--- src/rtl/seven_seg_scan_ctrl.sv ---
// seven_seg_scan_ctrl: time-multiplexed driver for banked 7-segment displays.
// N digits are scanned over M independent segment buses. Each scan slot starts
// with a dark blanking window, lit digits are gated by a PWM duty and a blink
// phase, and display data is double-buffered so it only changes on frame
// boundaries.

package project_pkg;
    typedef logic [4:0] code_t;

    localparam code_t CHAR_0    = 5'd0;
    localparam code_t CHAR_1    = 5'd1;
    localparam code_t CHAR_2    = 5'd2;
    localparam code_t CHAR_3    = 5'd3;
    localparam code_t CHAR_4    = 5'd4;
    localparam code_t CHAR_5    = 5'd5;
    localparam code_t CHAR_6    = 5'd6;
    localparam code_t CHAR_7    = 5'd7;
    localparam code_t CHAR_8    = 5'd8;
    localparam code_t CHAR_9    = 5'd9;
    localparam code_t CHAR_A    = 5'd10;
    localparam code_t CHAR_B    = 5'd11;
    localparam code_t CHAR_C    = 5'd12;
    localparam code_t CHAR_D    = 5'd13;
    localparam code_t CHAR_E    = 5'd14;
    localparam code_t CHAR_F    = 5'd15;
    localparam code_t CHAR_DASH = 5'd16;
    localparam code_t CHAR_BLK  = 5'd17;
endpackage

module seven_seg_scan_ctrl
    import project_pkg::*;
#(
    parameter int NUM_DIGITS   = 8,
    parameter int NUM_BANKS    = 2,
    parameter int SCAN_DIV     = 2**18,
    parameter int BLANK_CYCLES = 256,
    parameter int BLINK_DIV    = 25_000_000,
    parameter int PWM_W        = 4
) (
    input  logic                          clk,
    input  logic                          rst_n,
    input  code_t [NUM_DIGITS-1:0]        display_data,
    input  logic  [NUM_DIGITS-1:0]        dp_mask,
    input  logic  [NUM_DIGITS-1:0]        en_mask,
    input  logic  [NUM_DIGITS-1:0]        blink_mask,
    input  logic  [PWM_W-1:0]             brightness,
    input  logic                          load,
    output logic                          frame_sync,
    output logic  [NUM_DIGITS-1:0]        an,
    output logic  [NUM_BANKS-1:0][7:0]    seg
);

    localparam int DPB     = NUM_DIGITS / NUM_BANKS;
    localparam int SLOT_W  = $clog2(SCAN_DIV);
    localparam int IDX_W   = (DPB > 1) ? $clog2(DPB) : 1;
    localparam int BLINK_W = (BLINK_DIV > 1) ? $clog2(BLINK_DIV) : 1;

    localparam logic [SLOT_W-1:0]  SLOT_LAST   = SLOT_W'(SCAN_DIV - 1);
    localparam logic [SLOT_W-1:0]  BLANK_START = SLOT_W'(BLANK_CYCLES);
    localparam logic [IDX_W-1:0]   IDX_LAST    = IDX_W'(DPB - 1);
    localparam logic [BLINK_W-1:0] BLINK_LAST  = BLINK_W'(BLINK_DIV - 1);

    // Segment pattern for a glyph code; codes outside the table stay dark.
    function automatic logic [6:0] decode(input code_t c);
        case (c)
            CHAR_0:    return 7'h3F;
            CHAR_1:    return 7'h06;
            CHAR_2:    return 7'h5B;
            CHAR_3:    return 7'h4F;
            CHAR_4:    return 7'h66;
            CHAR_5:    return 7'h6D;
            CHAR_6:    return 7'h7D;
            CHAR_7:    return 7'h07;
            CHAR_8:    return 7'h7F;
            CHAR_9:    return 7'h6F;
            CHAR_A:    return 7'h77;
            CHAR_B:    return 7'h7C;
            CHAR_C:    return 7'h39;
            CHAR_D:    return 7'h5E;
            CHAR_E:    return 7'h79;
            CHAR_F:    return 7'h71;
            CHAR_DASH: return 7'h40;
            default:   return 7'h00;
        endcase
    endfunction

    // Free-running timebase.
    logic [SLOT_W-1:0]  slot_cnt_q,  slot_cnt_d;
    logic [IDX_W-1:0]   scan_idx_q,  scan_idx_d;
    logic [PWM_W-1:0]   pwm_cnt_q,   pwm_cnt_d;
    logic [BLINK_W-1:0] blink_cnt_q, blink_cnt_d;
    logic               blink_phase_q, blink_phase_d;

    // Pending (written by load) and active (displayed) copies of the inputs.
    code_t [NUM_DIGITS-1:0] pend_data_q, pend_data_d, act_data_q, act_data_d;
    logic  [NUM_DIGITS-1:0] pend_dp_q, pend_dp_d, act_dp_q, act_dp_d;
    logic  [NUM_DIGITS-1:0] pend_en_q, pend_en_d, act_en_q, act_en_d;
    logic  [NUM_DIGITS-1:0] pend_blink_q, pend_blink_d, act_blink_q, act_blink_d;
    logic  [PWM_W-1:0]      pend_bright_q, pend_bright_d, act_bright_q, act_bright_d;
    logic                   pend_q, pend_d;

    // Registered pin drivers.
    logic [NUM_DIGITS-1:0]     an_q, an_d;
    logic [NUM_BANKS-1:0][7:0] seg_q, seg_d;
    logic                      frame_sync_q, frame_sync_d;

    logic slot_last;
    logic frame_end;
    logic pwm_on;
    logic in_window;

    logic [NUM_DIGITS-1:0][7:0] digit_glyph;
    logic [NUM_DIGITS-1:0]      digit_lit;
    logic [NUM_DIGITS-1:0]      digit_sel;

    assign slot_last = (slot_cnt_q == SLOT_LAST);
    assign frame_end = slot_last && (scan_idx_q == IDX_LAST);

    // Per-digit view: pin an[g] shows data index NUM_DIGITS-1-g and is
    // scanned in slot g % DPB of its bank.
    for (genvar g = 0; g < NUM_DIGITS; g++) begin : g_digit
        localparam int KP = NUM_DIGITS - 1 - g;
        assign digit_glyph[g] = {act_dp_q[KP], 1'b0 | decode(act_data_q[KP])};
        assign digit_lit[g]   = act_en_q[KP] && !(act_blink_q[KP] && blink_phase_q);
        assign digit_sel[g]   = (scan_idx_q == IDX_W'(g % DPB));
    end

    // Next values of the scan, PWM and blink counters.
    always_comb begin
        slot_cnt_d    = slot_last ? '0 : slot_cnt_q + 1'b1;
        scan_idx_d    = scan_idx_q;
        if (slot_last) begin
            scan_idx_d = (scan_idx_q == IDX_LAST) ? '0 : scan_idx_q + 1'b1;
        end
        pwm_cnt_d     = pwm_cnt_q + 1'b1;
        blink_cnt_d   = (blink_cnt_q == BLINK_LAST) ? '0 : blink_cnt_q + 1'b1;
        blink_phase_d = (blink_cnt_q == BLINK_LAST) ? ~blink_phase_q : blink_phase_q;
    end

    // Double buffer: load fills pending; the frame boundary promotes it.
    // A load landing on the boundary goes straight to active.
    always_comb begin
        pend_data_d   = pend_data_q;
        pend_dp_d     = pend_dp_q;
        pend_en_d     = pend_en_q;
        pend_blink_d  = pend_blink_q;
        pend_bright_d = pend_bright_q;
        pend_d        = pend_q;
        act_data_d    = act_data_q;
        act_dp_d      = act_dp_q;
        act_en_d      = act_en_q;
        act_blink_d   = act_blink_q;
        act_bright_d  = act_bright_q;

        if (load && !frame_end) begin
            pend_data_d   = display_data;
            pend_dp_d     = dp_mask;
            pend_en_d     = en_mask;
            pend_blink_d  = blink_mask;
            pend_bright_d = brightness;
            pend_d        = 1'b1;
        end

        if (frame_end) begin
            if (load) begin
                act_data_d   = display_data;
                act_dp_d     = dp_mask;
                act_en_d     = en_mask;
                act_blink_d  = blink_mask;
                act_bright_d = brightness;
            end else if (pend_q) begin
                act_data_d   = pend_data_q;
                act_dp_d     = pend_dp_q;
                act_en_d     = pend_en_q;
                act_blink_d  = pend_blink_q;
                act_bright_d = pend_bright_q;
            end
            pend_d = 1'b0;
        end
    end

    // Pin values for the current counter state: segments follow the selected
    // digit outside blanking, anodes additionally need enable, blink and PWM.
    always_comb begin
        an_d         = '0;
        seg_d        = '0;
        pwm_on       = (pwm_cnt_q < act_bright_q) || (&act_bright_q);
        in_window    = (slot_cnt_q >= BLANK_START);
        frame_sync_d = frame_end;
        if (in_window) begin
            for (int b = 0; b < NUM_BANKS; b++) begin
                for (int s = 0; s < DPB; s++) begin
                    if (digit_sel[b*DPB + s]) begin
                        seg_d[b] = digit_glyph[b*DPB + s];
                    end
                end
            end
            if (pwm_on) begin
                an_d = digit_sel & digit_lit;
            end
        end
    end

    // Timebase registers.
    always_ff @(posedge clk or negedge rst_n) begin
        if (!rst_n) begin
            slot_cnt_q    <= '0;
            scan_idx_q    <= '0;
            pwm_cnt_q     <= '0;
            blink_cnt_q   <= '0;
            blink_phase_q <= 1'b0;
        end else begin
            slot_cnt_q    <= slot_cnt_d;
            scan_idx_q    <= scan_idx_d;
            pwm_cnt_q     <= pwm_cnt_d;
            blink_cnt_q   <= blink_cnt_d;
            blink_phase_q <= blink_phase_d;
        end
    end

    // Pending and active data registers; reset shows a blank, dark display.
    always_ff @(posedge clk or negedge rst_n) begin
        if (!rst_n) begin
            pend_data_q   <= {NUM_DIGITS{CHAR_BLK}};
            pend_dp_q     <= '0;
            pend_en_q     <= '0;
            pend_blink_q  <= '0;
            pend_bright_q <= '1;
            pend_q        <= 1'b0;
            act_data_q    <= {NUM_DIGITS{CHAR_BLK}};
            act_dp_q      <= '0;
            act_en_q      <= '0;
            act_blink_q   <= '0;
            act_bright_q  <= '1;
        end else begin
            pend_data_q   <= pend_data_d;
            pend_dp_q     <= pend_dp_d;
            pend_en_q     <= pend_en_d;
            pend_blink_q  <= pend_blink_d;
            pend_bright_q <= pend_bright_d;
            pend_q        <= pend_d;
            act_data_q    <= act_data_d;
            act_dp_q      <= act_dp_d;
            act_en_q      <= act_en_d;
            act_blink_q   <= act_blink_d;
            act_bright_q  <= act_bright_d;
        end
    end

    // Output registers.
    always_ff @(posedge clk or negedge rst_n) begin
        if (!rst_n) begin
            an_q         <= '0;
            seg_q        <= '0;
            frame_sync_q <= 1'b0;
        end else begin
            an_q         <= an_d;
            seg_q        <= seg_d;
            frame_sync_q <= frame_sync_d;
        end
    end

    assign an         = an_q;
    assign seg        = seg_q;
    assign frame_sync = frame_sync_q;

endmodule
--- config.mk ---
export PLATFORM = sky130hd
export DESIGN_NAME = seven_seg_scan_ctrl
export DESIGN_NICKNAME = d
export VERILOG_FILES = /design/src/rtl/seven_seg_scan_ctrl.sv
export SDC_FILE = /design/constraint.sdc
export NUM_CORES = 1
export LEC_CHECK = 0
export ABC_AREA = 1
export CORE_MARGIN = 5
export CORE_UTILIZATION = 53
export CTS_BUF_LIST = sky130_fd_sc_hd__clkbuf_4 sky130_fd_sc_hd__clkbuf_8
export DETAILED_ROUTE_END_ITERATION = 12
export PLACE_DENSITY = 0.74
export SLEW_MARGIN = 5
export SYNTH_ARGS = -nofsm -noshare
export SYNTH_HDL_FRONTEND = slang
export SYNTH_SLANG_ARGS = --single-unit
export TNS_END_PERCENT = 20
--- constraint.sdc ---
create_clock -name clk -period 2.5 [get_ports clk]
set_clock_uncertainty 0.15 [all_clocks]
set_input_delay 0.25 -clock clk [delete_from_list [all_inputs] [get_ports clk]]
set_output_delay 0.25 -clock clk [all_outputs]
set_load 0.01 [all_outputs]
# Yosys cells after proc, flatten, opt, wreduce, memory -nomap -nowiden
# Memory sizes are Yosys's and may differ from the RTL's.
# Index checks and enable logic that the tools add are counted.
# classes
addsub,4
n_lt_le_gt_ge,2
eq_ne,5
muxes,26
n_bitwise,2
reduce_logical,33
# ops
operator,n
8-bit two-way mux,16
40-bit two-way mux,2
25-bit by 1-bit adder with 25-bit output (second input constant),1
25-bit == test (second input constant),1
25-bit two-way mux,1
18-bit by 1-bit adder with 18-bit output (second input constant),1
18-bit == test (second input constant),1
18-bit by 9-bit greater-or-equal comparator with 1-bit output (second input constant),1
1-bit logical AND,18
18-bit two-way mux,1
16-bit two-way mux,1
1-bit logical NOT,9
8-bit bitwise AND,1
4-bit two-way mux,2
4-bit by 1-bit adder with 4-bit output (second input constant),1
2-bit == test (second input constant),2
4-bit less-than comparator,1
4-bit AND reduction,1
2-bit nonzero test,2
2-bit by 1-bit adder with 2-bit output (second input constant),1
2-bit by 1-bit == test with 1-bit output (second input constant),1
2-bit logical NOT,1
1-bit two-way mux,2
2-bit two-way mux,1
other kinds (3),3
# totals
register_bits,212
rom_bits,1792
in_bits,71
out_inout_bits,25
wordCells,114
memories,8
# mem_list
name,depth,width,read_ports,rd_ports_with_merged_regs,write_ports,line_no,rtl
(name not given),32,7,1,0,0,65,case (c)
(name not given),32,7,1,0,0,65,
(name not given),32,7,1,0,0,65,
(name not given),32,7,1,0,0,65,
(name not given),32,7,1,0,0,65,
(name not given),32,7,1,0,0,65,
+2 memories,-,-,-,-,-,-,

# Logic depth before layout (Yosys ltp)
# logic_depth
depth_word,6
ltp_mapped,11
ltp_nobuf,10

# Worst setup path after synthesis
# No wires, ideal clock.
# synth_timing
path_type,register -> register
startpoint,register slot_cnt_q[0]
endpoint,register act_data_q[33] in the netlist's numbering
setup_ns,0.130
arrival_time_ns,1.583
slack_ns,0.637
path_stages_with_launch,11
n_path_buf,2
period_less_slack_ns,1.863
path_cell_list,dfrtp_1 -> ha_1 -> nand2_1 -> nor2_2 -> nand2_1 -> nor2_4 -> nand4_4 -> buf_6 -> buf_6 -> nand2_1 -> o21ai_1
# synth_between
elab_chain_len,3
# synth_lines
element,line_no,rtl
start: declaration,88,"logic [SLOT_W-1:0] slot_cnt_q, slot_cnt_d;"
start signal: assignment,213,slot_cnt_q <= slot_cnt_d;
18-bit == test,116,assign slot_last = (slot_cnt_q == SLOT_LAST);
1-bit logical AND,117,assign frame_end = slot_last && (scan_idx_q == IDX_LAST);
2-bit AND reduction (no source line),-,
end signal: assignment,230,act_data_q <= {NUM_DIGITS{CHAR_BLK}};
end signal: assignment,242,act_data_q <= act_data_d;
end: declaration,95,"code_t [NUM_DIGITS-1:0] pend_data_q, pend_data_d, act_data_q, act_data_d;"
# Every way passes these cells.
# A chain may end at the register's enable or synchronous reset.

# Worst setup path in the final report
# layout_timing
startpoint,register slot_cnt_q[0]
endpoint,register act_data_q[2] in the netlist's numbering
# The elaborated chain is that of the path after synthesis.

==> run summary <==
outcome: finished, final reports clean
Pins Over Slew Limit: 0
CP startpoint: slot_cnt_q[0]
max incr delay on CP: 410 ps
Worst EP arrival: 2390 ps
Critical Path RT: 2720 ps
vias per cell: 5.38
Initial Util: 53.5%
Nets: 1732
syn avg cell area: 7.95 sq um
Syn Nets: 1644
Seq/Total Area, Yosys: 44.5%
crit path max fanout: 70
Hold WS: 127 ps
Slew @ Worst Pin: 701 ps
minimum clock period: 2170 ps
CP dominant cell by count: nand2_1
CTS resizes: 0
IO Pins: 96
r2r startpoint: slot_cnt_q[0]
setup bufs post-CTS: 0
critical path launch point type: register
Final ANT Viol Nets: 0
Max transition margin: 53.3%
initial antenna violation count: 0
CTS sink cnt: 212
routed wire length: 27900 um
die extent in x: 161 um
initial DRC count: 744
Final period util: 86.9%
setup_tns: 0 ps
Post-DP HPWL: 19400 um
cts hold-fix bufs: 2
synth top area cells: dfrtp_1, nand2_1, dfstp_2
Pre-antenna DRT Iters: 5
fill count: 1936
Synth area leader: dfrtp_1
CP max stage cell: dfrtp_1
IO buf count: 95
Primary FF master, synth: dfrtp_1
Post-synth top cells: nand2_1, nand3_1, dfrtp_1
drt drc: 0
Peak VDD IR: 0.448 mV
fmax: 0.460 GHz
DIE AREA: 25800 sq um
Mapped Area: 12000 sq um
post-route cell area: 14100 sq um
grt ovf: 0
top-count cell post-synth: nand2_1
largest net degree at the start of global routing: 71
number of global-route vias before repair: 9894
Synth cell types: 34
Clock H-tree levels: 2
Area after DPL: 13200 sq um
max cap viols: 0
share of the synthesized area in the top cell type: 35.8%
crit path kind: register to register
core area: 22500 sq um
Routed WL per cell: 14.6 um
Hold Crit Class: primary input to asynchronous set/reset pin
clock latency at the later pin of the worst-skew pair: 530 ps
routed via count: 10.3k
FF+latch count, synth: 212
ys async rst share: 100%
CP Capture Type: register
# setup viols final: 0
GP Congestion: 0.935
crit path cell chain: ha_1, nand2_1, nor2_2, nand2_1, nor2_4, nand4_4, buf_4, nand2_1, o21ai_0
RSZ-0062 raised after global routing: false
n_diodes: 0
TritonCTS clock tree: done
share of cells above drive strength 1: 8.71%
synth warn: 0
CTS max path bufs: 3
EDFF count, synth: 0
Post-Syn Instances: 1514
Total GRT Usage: 21.6%
P&R area growth vs syn: 16.9%
pwr dens: 535 nW/um^2
Root Driver: clkbuf_8
Hold Vio Cnt, Final: 0
CTS buffer count: 37
register clock-pin slew on the reported worst setup and hold paths: 60 ps
global-route wire length before repair: 47300 um
Leak Pwr: 6.62 nW
row cnt: 55
Vert. Die Dim: 161 um
## flip-flops by register name, indices dropped and copies added, names as in the netlist, 16 cells and up
name	cells
seg	16
act_data_q	40
slot_cnt_q	18
pend_data_q	40
blink_cnt_q	25
## final timing paths
path / cells after the start / end / slack, ps
setup / recovery: 9 / act_data_q[2] / 330
hold / removal: 2 / pend_dp_q[4] / 130
setup reg to reg: 9 / act_data_q[2] / 330
hold reg to reg: 1 / pwm_cnt_q[0] / 310
max in group asynchronous: 3 / pend_bright_q[0] / 1370
min in group clk: 3 / pend_bright_q[2] / 130
## final cells by class
cell class	instances	area, sq um	share of cell area (%)
multi-input combinational	1113	5890	41.9
clock buffer	56	696	4.95
inverter	119	447	3.18
tap	285	357	2.53
timing repair buffer	119	1200	8.56
clock inverter	12	120	0.854
sequential	212	5360	38.1
## power by group
group / internal, W / switching [W]
Sequential: 0.00355 / 0.0000513
Clock: 0.00201 / 0.00144
Combinational: 0.000227 / 0.000255
## through the flow
step                      setup slack [ps]  total power [W]  util, %  cells
after global placement                 442          0.00413     58.8   1846
after global routing                  72.5          0.00784     62.5   1916
final                                  328          0.00753     62.5   1916
after detailed placement               367          0.00415     58.8   1846
after CTS                              317          0.00762     62.5   1916
after floorplan                        637          0.00388        -   1514
## worst max-delay path: cells and delay by family (launching register included)
family	cells	cell delay [ps]
simple gates	6	820
flops	1	410
buf+inv	1	370
fa+ha+maj	1	190
compound gates	1	80
## cells in the final DEF, fill, tap and decap left out, drive strengths merged, types with 6 or more instances in the layout
cell type	count
o211ai	11
xnor2	9
nand3	179
mux2i	68
clkdlybuf4s50	93
nor2	116
dfrtp	172
buf	23
clkbuf	57
nor3	23
inv	120
ha	59
nand4	7
a21oi	43
nand2	434
xor2	20
clkinv	9
o21ai	125
nand3b	6
dfstp	40
## kinds of logic after synthesis
group / share of synthesized area, %
multiplexers: 5.65
XOR/XNOR: 2.11
buffers and inverters: 6.59
AO/OA/AOI/OAI: 8.18
AND/OR/NAND/NOR: 26.8
flip-flops: 44.5
adder cells (fa/ha/maj): 6.13
## routing by layer
metal	up-vias	global-route usage, %	routed length [um]
met4	0	6.40	651
met2	302	34.0	12600
met1	4833	30.8	13100
li1	5110	-	-
met5	-	0	0
met3	55	3.67	1550
No activity file was read; power rests on OpenSTA's default activity.
